<file path="src/rtl/serial_sub_pkg.sv">
// ---------------------------------------------------------------------------
// serial_sub_pkg : shared types for the bit-serial subtractor
// Rev 1.0
// ---------------------------------------------------------------------------
`default_nettype none

package serial_sub_pkg;

  typedef enum logic [1:0] {
    IDLE = 2'd0,
    RUN  = 2'd1,
    DONE = 2'd2
  } sub_state_e;

endpackage : serial_sub_pkg

`default_nettype wire

</file>
<file path="src/rtl/serial_subtractor_fs.sv">
// ---------------------------------------------------------------------------
// serial_subtractor_fs : 1-bit full subtractor (a - b - c)
// Rev 1.0
// ---------------------------------------------------------------------------
`default_nettype none

module serial_subtractor_fs (
  input  logic a_i,
  input  logic b_i,
  input  logic c_i,
  output logic borrow_o,
  output logic diff_o
);

  assign diff_o   = a_i ^ b_i ^ c_i;
  assign borrow_o = (~a_i & b_i) | (~a_i & c_i) | (b_i & c_i);

endmodule : serial_subtractor_fs

`default_nettype wire

</file>
<file path="src/rtl/serial_subtractor.sv">
// ---------------------------------------------------------------------------
// serial_subtractor : LSB-first bit-serial a - b - borrow, WIDTH cycles/op
// Rev 1.0
// ---------------------------------------------------------------------------
`default_nettype none

module serial_subtractor #(
  parameter int WIDTH = 32
) (
  input  logic             clk_i,
  input  logic             rst_ni,
  input  logic             valid_i,
  output logic             ready_o,
  input  logic [WIDTH-1:0] a_i,
  input  logic [WIDTH-1:0] b_i,
  input  logic             borrow_i,
  output logic             valid_o,
  input  logic             ready_i,
  output logic [WIDTH-1:0] diff_o,
  output logic             borrow_o
);

  import serial_sub_pkg::*;

  localparam int               CNT_W    = $clog2(WIDTH);
  localparam logic [CNT_W-1:0] CNT_LAST = CNT_W'(WIDTH - 1);
  localparam logic [CNT_W-1:0] CNT_ONE  = CNT_W'(1);

  sub_state_e       state_q, state_d;
  logic [WIDTH-1:0] a_q, a_d;
  logic [WIDTH-1:0] b_q, b_d;
  logic [WIDTH-1:0] res_q, res_d;
  logic [WIDTH-1:0] diff_q, diff_d;
  logic [CNT_W-1:0] cnt_q, cnt_d;
  logic             brw_q, brw_d;
  logic             bout_q, bout_d;
  logic             fs_diff;
  logic             fs_borrow;

  serial_subtractor_fs u_fs (
    .a_i      (a_q[0]),
    .b_i      (b_q[0]),
    .c_i      (brw_q),
    .borrow_o (fs_borrow),
    .diff_o   (fs_diff)
  );

  always_ff @(posedge clk_i or negedge rst_ni) begin
    if (!rst_ni) begin
      state_q <= IDLE;
      a_q     <= '0;
      b_q     <= '0;
      res_q   <= '0;
      diff_q  <= '0;
      cnt_q   <= '0;
      brw_q   <= 1'b0;
      bout_q  <= 1'b0;
    end else begin
      state_q <= state_d;
      a_q     <= a_d;
      b_q     <= b_d;
      res_q   <= res_d;
      diff_q  <= diff_d;
      cnt_q   <= cnt_d;
      brw_q   <= brw_d;
      bout_q  <= bout_d;
    end
  end

  always_comb begin
    state_d = state_q;
    a_d     = a_q;
    b_d     = b_q;
    res_d   = res_q;
    diff_d  = diff_q;
    cnt_d   = cnt_q;
    brw_d   = brw_q;
    bout_d  = bout_q;
    ready_o = 1'b0;
    valid_o = 1'b0;

    case (state_q)
      IDLE: begin
        ready_o = 1'b1;
        if (valid_i) begin
          a_d     = a_i;
          b_d     = b_i;
          brw_d   = borrow_i;
          cnt_d   = '0;
          state_d = RUN;
        end
      end

      RUN: begin
        a_d   = a_q >> 1;
        b_d   = b_q >> 1;
        res_d = {fs_diff, res_q[WIDTH-1:1]};
        brw_d = fs_borrow;
        // Visible outputs only change on the last bit so they hold between ops
        if (cnt_q == CNT_LAST) begin
          diff_d  = {fs_diff, res_q[WIDTH-1:1]};
          bout_d  = fs_borrow;
          state_d = DONE;
        end else begin
          cnt_d = cnt_q + CNT_ONE;
        end
      end

      DONE: begin
        valid_o = 1'b1;
        if (ready_i) begin
          state_d = IDLE;
        end
      end

      default: state_d = IDLE;
    endcase
  end

  assign diff_o   = diff_q;
  assign borrow_o = bout_q;

endmodule : serial_subtractor

`default_nettype wire

</file>
<file path="config.mk">
export PLATFORM = sky130hd
export DESIGN_NAME = serial_subtractor
export DESIGN_NICKNAME = d
export VERILOG_FILES = /design/src/rtl/serial_sub_pkg.sv /design/src/rtl/serial_subtractor_fs.sv /design/src/rtl/serial_subtractor.sv
export SDC_FILE = /design/constraint.sdc
export NUM_CORES = 1
export LEC_CHECK = 0
export ABC_AREA = 0
export ABC_CLOCK_PERIOD_IN_PS = 2400
export CAP_MARGIN = 20
export CORE_AREA = 2 2 101 177
export CTS_CLUSTER_SIZE = 40
export DETAILED_ROUTE_END_ITERATION = 8
export DIE_AREA = 0 0 103 179
export PLACE_DENSITY = 0.67
export SYNTH_ARGS = -nofsm -noshare
export SYNTH_HDL_FRONTEND = slang
export SYNTH_SLANG_ARGS = --single-unit
</file>
<file path="constraint.sdc">
create_clock -name clk_i -period 2.4 [get_ports clk_i]
set_clock_uncertainty 0.05 [all_clocks]
set_input_delay 0.48 -clock clk_i [delete_from_list [all_inputs] [get_ports clk_i]]
set_output_delay 0.48 -clock clk_i [all_outputs]
set_load 0.005 [all_outputs]
</file>
* After elaboration in Yosys (flattened, before gate mapping)
Cells that the tools add are included.
** Cells by class
- $add $sub $neg :: 1
- $mul :: 0
- Div/mod/pow operators :: 0
- Order comparisons :: 0
- Equal/unequal tests :: 7
- Shift operators :: 0
- Muxes and demuxes :: 15
- Bitwise logic cells :: 8
- Reductions and logical operators :: 6
** Operators with widths (count)
- $pmux 32 s2 :: 2
- $mux 32 :: 2
- $mux 5 :: 2
- $pmux 5 s2 :: 1
- $ne 2x2->1 const B :: 4
- $mux 2 :: 3
- $pmux 2 s3 :: 1
- $reduce_and 3->1 :: 2
- $add 5x1->5 const B :: 1
- $eq 5x5->1 const B :: 1
- $reduce_and 2->1 :: 2
- $and 1x1->1 :: 3
- $mux 1 :: 3
- $eq 2x1->1 const B :: 1
- $eq 2x2->1 const B :: 1
- $logic_not 2->1 :: 1
- $or 1x1->1 :: 2
- $pmux 1 s2 :: 1
- $reduce_bool 2->1 :: 1
- $xor 1x1->1 :: 2
- $not 1->1 :: 1
** Storage, ports and cells
- Flip-flop bits (word level) :: 137
- Bits in latches :: 0
- RAM bits :: 0
- Memory bits (read-only) :: 0
- Output and inout port bits :: 35
- Word-level logic and storage cells :: 45
- Memories :: 0

* Depth between registers and ports, before layout
- Word-level depth :: 5
- Depth in mapped cells :: 7
- Depth with buffers taken out :: 6

* Cells and area by module
A second synthesis with hierarchy kept.
** Unflattened totals
- Cells, all modules :: 524
- Area total of the unflattened synthesis :: 5936.9 sq um
** Modules (own cells, without submodules)
- serial_subtractor :: times used 1, cells an instance 521, area an instance 5909.4 sq um, seq. area each 3403.3 sq um
- serial_subtractor_fs :: times used 1, cells an instance 3, area an instance 27.5 sq um, seq. area each 0.0 sq um

* Worst setup path after synthesis
No wires, ideal clock.
- Path kind :: register to register
- Start :: register cnt_q[0]
- End :: register diff_q[10], in the netlist diff_o[10]
- Setup time :: 125 ps
- Arrival :: 1646 ps
- Data required time :: 2225 ps
- Path slack :: 580 ps
- Cell stages (with the launch flop) :: 7
- Period minus slack after synthesis :: 1820 ps
- Cells stage by stage :: dfrtp_1 ha_1 and3_1 ha_1 nand3b_4 buf_6 mux2_2
** On the way
- Cells in the longest elaborated chain, start to end :: 2
** RTL lines
- from (decl) :: RTL line serial_subtractor.sv:34 : logic [CNT_W-1:0] cnt_q, cnt_d;
- from (signal assigned) :: RTL line serial_subtractor.sv:64 : cnt_q <= cnt_d;
- $eq 5x5->1 :: RTL line serial_subtractor.sv:100 : if (cnt_q == CNT_LAST) begin
- $reduce_and 2->1 (no line)
- to (signal assigned) :: RTL line serial_subtractor.sv:63 : diff_q <= diff_d;
- to (decl) :: RTL line serial_subtractor.sv:33 : logic [WIDTH-1:0] diff_q, diff_d;
No other way between the ends.
A chain may end at the register's enable or synchronous reset.

* Worst setup path after layout
- Start :: register state_q[0]
- End :: output port valid_o
** On the way
- Cells in the longest elaborated chain, start to end :: 2
** RTL lines
- from (decl) :: RTL line serial_subtractor.sv:29 : sub_state_e state_q, state_d;
- from (signal assigned) :: RTL line serial_subtractor.sv:59 : state_q <= state_d;
- $eq 2x2->1 :: RTL line serial_subtractor.sv:82 : case (state_q)
- $mux 1 :: RTL line serial_subtractor.sv:82
- to (decl) :: RTL line serial_subtractor.sv:17 : output logic valid_o,
No other way between the ends.

==> impl_results.md <==
- Outcome: complete, no violations
- WL met1: 4.79 mm
- Worst hold path class: reg -> reg
- Yosys reg bits: 136
- Core box area: 17100 sq um
- DR iter-0 viols: 150
- Worst Setup Slack post-DPL: 0.175 ns
- Worst setup EP type: output pin
- WL met2: 6.32 mm
- Clock sinks: 136
- Pwr per Cell Area: 1150 nW/um^2
- Routed length on met3: 358 microns
- Antenna diodes: 0
- Clk root buf: clkbuf_16
- Setup violations, final: 0
- Largest net degree at the start of global routing: 52
- Setup ws final: 0.145 ns
- Design Power: 8.76 mW
- Num CTS Buffers: 17
- Peak VDD IR: 0.495 mV
- Hold path endpoint: a_q[1]
- Residual DRC: 0
- Syn_nets: 595
- Hold Crit Depth: 2
- Fillcell total: 1661
- Ys flop type: dfrtp_1
- Clock transition at path regs: 0.06 ns
- Vias in the first global route: 4153
- Worst-Margin Slew: 0.498 ns
- RePlAce Congestion: 0.719
- Most frequent cells in the layout: 159 x nand2_1, 135 x dfrtp_1, 102 x clkdlybuf4s50_1
- Die Footprint: 18400 sq um
- Postcts setup bufs: 0
- Via Count: 4003
- Via/cell ratio: 4.62
- Post-synth EDFFs: 0
- Worst r2r src: cnt_q[1]
- Hold Violations, Final: 0
- Maximum buffer depth of the clock tree: 2
- Total grt overflow: 0
- Reg2Reg Capture Point: diff_o[30]
- Sequential-to-total area share from yosys stat: 58.1%
- Drt first pass iters: 5
- Post-DP HPWL: 8.23 mm
- Initial core utilization: 34.2%
- Chip height: 179 microns
- FMAX: 443 MHz
- HP Start: a_q[1]
- I/O pin count: 104
- Placement Rows: 64
- Die Wd: 103 microns
- CTS tree: done
- Share of cells above drive strength 1: 11.3%
- Wire length per cell: 13.4 microns
- Top sig layer: met4
- CP max FO: 12
- Critical path class: reg -> out
- P_leak: 3.75 nW
- Htree depth: 4
- Global Route Usage Sum: 13.5%
- Number of library cell types mapped by synthesis: 32
- Layout area overhead: 30.1%
- Drt total wl: 11.6 mm
- Syn Area/Cell: 11.2 sq um
- RSZ-0062 raised after global routing: no
- Yosys Warn Count: 0
- DRT antenna net count: 0
- Slew margin rel.: 66.8%
- Crit path time final: 2.25 ns
- Max Cap Viol: 0
- Critical path arrival: 1.72 ns
- Fraction of registers with async set/reset: 100%
- Critical Path RT: 1.87 ns
- Cell area after synthesis: 5850 sq um
- FF-to-FF setup slack: 0.27 ns
- CP startpoint kind: flop
- Reg2Reg Depth: 5
- Final Max Slew Viols: 0
- Port-buffer cells: 103
- Synth Instances: 523
- Most common cell after layout, fill and taps aside: nand2_1
- First-pass GRT wire length: 19.5 mm
- Fin crit share: 94.0%
- Nets@finish: 695
- Initial antenna violation count: 0
- Worst skew pair latency: 0.40 ns
- Setup_tns: 0 ns
## synthesized netlist by cell type, drive strengths merged, types with 2 or more instances
| cell type | n | area share [%] |
|---|---|---|
| a22o | 4 | 0.60 |
| buf | 26 | 4.2 |
| nor2 | 2 | 0.13 |
| o21ai | 67 | 5.7 |
| dfrtp | 136 | 58 |
| ha | 2 | 0.43 |
| mux2 | 32 | 6.2 |
| nand2b | 4 | 0.43 |
| mux2i | 64 | 11 |
| inv | 5 | 0.32 |
| nand2 | 159 | 10 |
| clkbuf | 8 | 0.56 |
## layer usage
| metal | vias to the layer above | global-route usage [%] |
|---|---|---|
| li1 | 1954 | - |
| met3 | 10 | 2.96 |
| met1 | 1947 | 15.8 |
| met2 | 92 | 24.2 |
| met5 | - | 0 |
| met4 | 0 | 4.11 |
## kinds of logic (layout without fill, tap and decap cells)
| family | count (synthesis) | after routing | share of synthesized area, % |
|---|---|---|---|
| AND/OR/NAND/NOR | 172 | 172 | 11.8 |
| flip-flops | 136 | 136 | 58.1 |
| multiplexers | 96 | 96 | 17.1 |
| AO/OA/AOI/OAI | 77 | 77 | 7.14 |
| buffers and inverters | 39 | 152 | 5.07 |
| adder cells (fa/ha/maj) | 3 | 3 | 0.769 |
## worst max-delay path by stage
| stage | depth (start not counted) | start | endpoint | slack [ns] |
|---|---|---|---|---|
| after floorplan | 6 | cnt_q[0] | diff_o[10] | 0.58 |
| after global placement | 5 | cnt_q[1] | diff_o[27] | 0.32 |
| after detailed placement | 5 | cnt_q[0] | diff_o[24] | 0.17 |
| after CTS | 3 | state_q[0] | valid_o | 0.04 |
| after global routing | 3 | state_q[1] | valid_o | 0.02 |
| final | 3 | state_q[0] | valid_o | 0.15 |
## registers in the layout (all words and copies together), names as in the netlist
signal and flops:
diff_o 32, state_q 2, borrow_o 1, a_q 32
b_q 32, cnt_q 5, res_q 31, brw_q 1
## timing repair
action,CTS,global route
gates resized for setup,0,2
hold buffers,1,0
hold endpoints to repair,48,0
endpoints found under the setup margin,0,8
## worst max-delay path, stage by stage (launching register included)
cell and delay, ns:
dfrtp_2 0.51, nand2b_1 0.22, inv_1 0.09, clkdlybuf4s50_1 0.50
## power by group
group / switching, mW / leakage, nW / internal, mW
combinational: 1.22 / 1.75 / 1.29
clock: 0.986 / 0.252 / 1.43
sequential: 0.593 / 1.75 / 3.24
total: 2.80 / 3.75 / 5.96
## cell type report
class | instances | area [sq um] | area share [%]
repair buffers | 115 | 1170 | 15.4
flip-flops and latches | 136 | 3400 | 44.7
clock buffers | 19 | 433 | 5.68
inverters | 5 | 18.8 | 0.246
well taps | 231 | 289 | 3.79
clock inverters | 13 | 124 | 1.63
multi-input cells | 348 | 2170 | 28.5
## per-stage QoR
stage / cell area [sq um] / utilization (%) / hold slack [ns] / instances
after floorplan: 5850 / - / 0.134 / 523
after global placement: 7050 / 41.1 / 0.410 / 834
after detailed placement: 7050 / 41.1 / 0.413 / 834
after CTS: 7610 / 44.4 / 0.433 / 867
after global routing: 7620 / 44.5 / 0.460 / 867
final: 7620 / 44.5 / 0.428 / 867
Power figures use the tool's default switching activity.
